## config.mk

```make
export PLATFORM = sky130hd
export DESIGN_NAME = module_control
export DESIGN_NICKNAME = d
export VERILOG_FILES = /design/src/rtl/module_control.sv
export SDC_FILE = /design/constraint.sdc
export NUM_CORES = 1
export LEC_CHECK = 0
export CAP_MARGIN = 15
export CORE_ASPECT_RATIO = 1.1
export CORE_MARGIN = 3
export CORE_UTILIZATION = 44
export CTS_BUF_LIST = sky130_fd_sc_hd__clkbuf_8
export DETAILED_ROUTE_END_ITERATION = 6
export HOLD_SLACK_MARGIN = 0.1
export PLACE_DENSITY = 0.8
export RECOVER_POWER = 100
export SLEW_MARGIN = 20
export SYNTH_ARGS = -nofsm -noshare
export SYNTH_HDL_FRONTEND = slang
export SYNTH_SLANG_ARGS = --single-unit
```

## constraint.sdc

```tcl
create_clock -name clk -period 2.1 [get_ports clk]
set_input_delay 0.42 -clock clk [delete_from_list [all_inputs] [get_ports clk]]
set_output_delay 0.42 -clock clk [all_outputs]
set_load 0.1 [all_outputs]
```

## src/rtl/module_control.sv

```systemverilog
// module_control: keypad-driven operand capture and sequencing for an external multiplier.
// Ports:
//   clk, rst (async, active-low)
//   key_valid, key_code[3:0]   keypad strobe and code (0-9 digit, E enter, F clear)
//   mult_done, mult_p[2N-1:0]  multiplier completion strobe and product
//   a, b [N-1:0]               registered operands
//   mult_init                  one-cycle multiplier start
//   load_a, load_b, load_m     one-cycle display-update pulses
//   m [2N-1:0]                 registered result
//   busy                       high while the multiplier runs (START, WAIT)
//   err                        sticky timeout flag
// Optional feature: define CTRL_TIMEOUT_EN to abort WAIT after TIMEOUT cycles and raise err.
module module_control #(
  parameter int N = 4,
  parameter int TIMEOUT = 32
) (
  input  logic           clk,
  input  logic           rst,
  input  logic           key_valid,
  input  logic [3:0]     key_code,
  input  logic           mult_done,
  input  logic [2*N-1:0] mult_p,
  output logic [N-1:0]   a,
  output logic [N-1:0]   b,
  output logic           mult_init,
  output logic           load_a,
  output logic           load_b,
  output logic           load_m,
  output logic [2*N-1:0] m,
  output logic           busy,
  output logic           err
);
  typedef enum logic [2:0] {GET_A, GET_B, READY, START, WAIT, SHOW} state_t;
  state_t state;
  logic is_digit, is_enter, is_clear;
  assign is_digit = key_valid && (key_code <= 4'd9);
  assign is_enter = key_valid && (key_code == 4'hE);
  // clear must not abandon a running multiplication
  assign is_clear = key_valid && (key_code == 4'hF) && (state != START) && (state != WAIT);
`ifdef CTRL_TIMEOUT_EN
  localparam int CW = (TIMEOUT > 1) ? $clog2(TIMEOUT) : 1;
  logic [CW-1:0] cnt;
  logic timeout;
  assign timeout = (state == WAIT) && (cnt == CW'(TIMEOUT - 1));
`else
  assign err = 1'b0;
`endif
  always_ff @(posedge clk or negedge rst) begin
    if (!rst) begin
      state     <= GET_A;
      a         <= '0;
      b         <= '0;
      m         <= '0;
      mult_init <= 1'b0;
      load_a    <= 1'b0;
      load_b    <= 1'b0;
      load_m    <= 1'b0;
      busy      <= 1'b0;
`ifdef CTRL_TIMEOUT_EN
      err       <= 1'b0;
      cnt       <= '0;
`endif
    end else begin
      mult_init <= 1'b0;
      load_a    <= 1'b0;
      load_b    <= 1'b0;
      load_m    <= 1'b0;
`ifdef CTRL_TIMEOUT_EN
      // counter is zero on WAIT entry because it is held at zero elsewhere
      cnt       <= (state == WAIT) ? cnt + 1'b1 : '0;
`endif
      if (is_clear) begin
        a     <= '0;
        b     <= '0;
        m     <= '0;
        state <= GET_A;
`ifdef CTRL_TIMEOUT_EN
        err   <= 1'b0;
`endif
      end else begin
        case (state)
          GET_A: if (is_digit) begin
            a      <= N'(key_code);
            load_a <= 1'b1;
            state  <= GET_B;
          end
          GET_B: if (is_digit) begin
            b      <= N'(key_code);
            load_b <= 1'b1;
            state  <= READY;
          end
          READY: if (is_enter) begin
            mult_init <= 1'b1;
            busy      <= 1'b1;
            state     <= START;
          end
          START: state <= WAIT;
          WAIT: begin
            // a simultaneous key is simply dropped; done always wins
            if (mult_done) begin
              m      <= mult_p;
              load_m <= 1'b1;
              busy   <= 1'b0;
              state  <= SHOW;
            end
`ifdef CTRL_TIMEOUT_EN
            else if (timeout) begin
              err   <= 1'b1;
              busy  <= 1'b0;
              state <= GET_A;
            end
`endif
          end
          SHOW: state <= GET_A;
          default: state <= GET_A;
        endcase
      end
    end
  end
endmodule

```

==> flow_metrics.py <==
metrics = {
    "clocking": {
        "clock-sinks": 24,
        "clock_latency_ns": 0.26,
        "cts.path.max_buffers": 2,
        "cts_tree": "built",
        "htreeDepth": 1,
        "cts_resized": 0,
        "cts.clk_slew.worst_paths_ns": 0.09,
        "root_buffer": "clkbuf_8",
        "post_cts_buffers": 0,
        "numCtsBuffers": 3,
        "postCtsHoldBufs": 0,
    },
    "final_layout": {
        "drive_above_1_share_pct": 28.0,
        "n_antenna_cell": 0,
        "fillers": 179,
        "area_delta_synth_final_pct": 40.6,
        "finalNonFillerCells": 153,
        "final_nets": 142,
    },
    "synthesis": {
        "synth_top_area_share_pct": 60.5,
        "synth_fp_nets": 93,
        "yosysWarnings": 0,
        "yosysMostFrequentCell": "dfrtp_1",
        "synth-seq-cells": 24,
        "syn_inst": 77,
        "synthTopCellsByCount": "dfrtp_1 (24), a22o_1 (12), nor2_1 (9)",
        "synth_top_area_cell": "dfrtp_1",
        "ys_dominant_reg_cell": "dfrtp_1",
        "yosysSeqAreaShare_pct": 60.5,
        "yosys-top-cells-area": "dfrtp_1 (60%), a22o_1 (11%), mux2i_1 (4.0%), nor2_1 (3.4%), a2111oi_4 (2.8%)",
        "syn-cell-area_sq_um": 993,
        "syn_avg_cell_area_sq_um": 12.9,
        "synth.distinct_cells": 29,
        "async_flop_share_pct": 100,
        "synth_edf_count": 0,
    },
    "global_routing": {
        "grt_max_degree": 25,
        "grt_overflow_total": 0,
        "grt_pass1_vias": 830,
        "grt_usage_pct": 17.3,
        "grt_pass1_wl_um": 3800,
        "grt_antenna_before_repair": 0,
    },
    "timing": {
        "post-route-period-util_pct": 90.7,
        "min_period_ns": 1.91,
        "drv_slew": 0,
        "slew_headroom_pct": 17.8,
        "max_clock_freq_mhz": 525,
        "worst_pin_slew_ns": 1.23,
        "hold_slack_ns": 0.502,
        "hold_viol_final": 0,
        "clock_skew_ns": 0.00366,
        "rsz0062_at_grt": "false",
        "finalSetupViolCount": 0,
    },
    "placement": {
        "dp.cells": 149,
        "dpl.hpwl_um": 1750,
        "gp_congestion": 0.849,
        "io_buffers": 36,
    },
    "drt": {
        "vias_per_cell": 5.09,
        "ant_nets": 0,
        "dr.pass1.iters": 4,
        "drt_wl_total_um": 2260,
        "routedWlPerCell_um": 14.7,
        "vias": 779,
        "drc": 0,
        "first_iter_violations": 7,
    },
    "setup_path": {
        "path_class": "flop to flop",
        "worstPathArrival_ns": 2.11,
        "cp-end-kind": "flop",
        "cp-start-kind": "flop",
        "worstPathRequired_ns": 2.31,
        "critPathMaxFanout": 8,
    },
    "die": {
        "dieArea_sq_um": 2860,
        "start_util_pct": 47.7,
        "core-area_sq_um": 2080,
        "rows": 17,
        "dieHeight_um": 55.8,
        "chipWidth_um": 51.3,
        "ioPinCount": 38,
    },
    "run_status": {
        "run_status": "finished clean",
    },
    "job": {
        "drv_cap": 0,
    },
    "hold_path": {
        "hold_path.class": "flop to flop",
    },
}
==> registers in the layout, summed over array words and instances, names as in the netlist <==
register   flops
load_m         1
busy           1
a              4
b              4
m              8
load_a         1
state          3
mult_init      1
load_b         1
==> final timing paths <==
kind | start | to | slack [ns] | cells past startpoint
min | a[0]$_DFFE_PN0P_ | a[0]$_DFFE_PN0P_ | 0.50 | 1
min in group asynchronous | rst | load_a$_DFF_PN0_ | 0.93 | 2
max in group asynchronous | rst | state[2]$_DFFE_PN0P_ | 0.44 | 2
min reg2reg | a[0]$_DFFE_PN0P_ | a[0]$_DFFE_PN0P_ | 0.50 | 1
max reg2reg | state[1]$_DFFE_PN0P_ | m[1]$_DFFE_PN0P_ | 0.19 | 4
max | state[1]$_DFFE_PN0P_ | m[1]$_DFFE_PN0P_ | 0.19 | 4
==> worst max-delay path, stage by stage, from the launching register on <==
cell	delay, ns
dfrtp_1	0.49
nor3b_1	0.65
a2111oi_4	0.09
nor2_1	0.41
a22o_1	0.21
==> per-stage QoR <==
stage                     util [%]  cell area, sq um  TNS [ns]  worst slack (ns)
after floorplan                  -               993         0             0.546
after global placement        67.4              1410  -0.00330          -0.00243
after detailed placement      67.4              1410    -0.110           -0.0353
after CTS                     70.8              1480         0             0.209
after global routing          67.0              1400         0             0.118
final                         67.0              1400         0             0.194
==> kinds of logic (layout without fill, tap and decap cells) <==
family          Yosys count  after routing  synth area share, %
flops                    24             24                 60.5
simple gates             22             22                 13.4
compound gates           19             19                 18.0
buf+inv                   6             54                 2.90
mux                       4              4                 4.03
other cells               1              1                0.377
xor+xnor                  1              1                0.882
==> layer usage <==
layer / vias to the layer above / part of all wire, % / GRT usage, %
li1: 377 / - / -
met1: 370 / 43 / 20.6
met2: 30 / 50 / 30.0
met3: 2 / 6.0 / 4.56
met4: 0 / 0.35 / 5.62
met5: - / 0 / 0
==> cells in the final DEF, fill, tap and decap left out, drive strengths merged <==
cell and count:
a22o 12, and3 1, clkdlybuf4s50 14, xor2 1, a21o 1, a211oi 1, nand4b 1, inv 2
clkbuf 28, a2bb2oi 1, and2 1, nor2 10, mux2i 4, nand2b 1, a2111oi 1, o21ai 1
bufinv 1, nand4 2, nor2b 2, buf 8, o41ai 1, nor4 1, or3 1, dfrtp 24
conb 1, o31a 1, nor3b 1, nand2 1, dlygate4sd3 1
==> final cells by class <==
type | count | area [sq um] | area share [%]
clock buffer | 3 | 41.3 | 2.96
clock inverter | 1 | 30.0 | 2.15
inverter | 2 | 7.51 | 0.538
multi-input combinational | 47 | 352 | 25.2
sequential | 24 | 601 | 43.0
tap | 28 | 35.0 | 2.51
timing repair buffer | 48 | 330 | 23.7
Power is not shown: default switching activity piles up to over one toggle a cycle in this logic, so the estimate is an artifact.
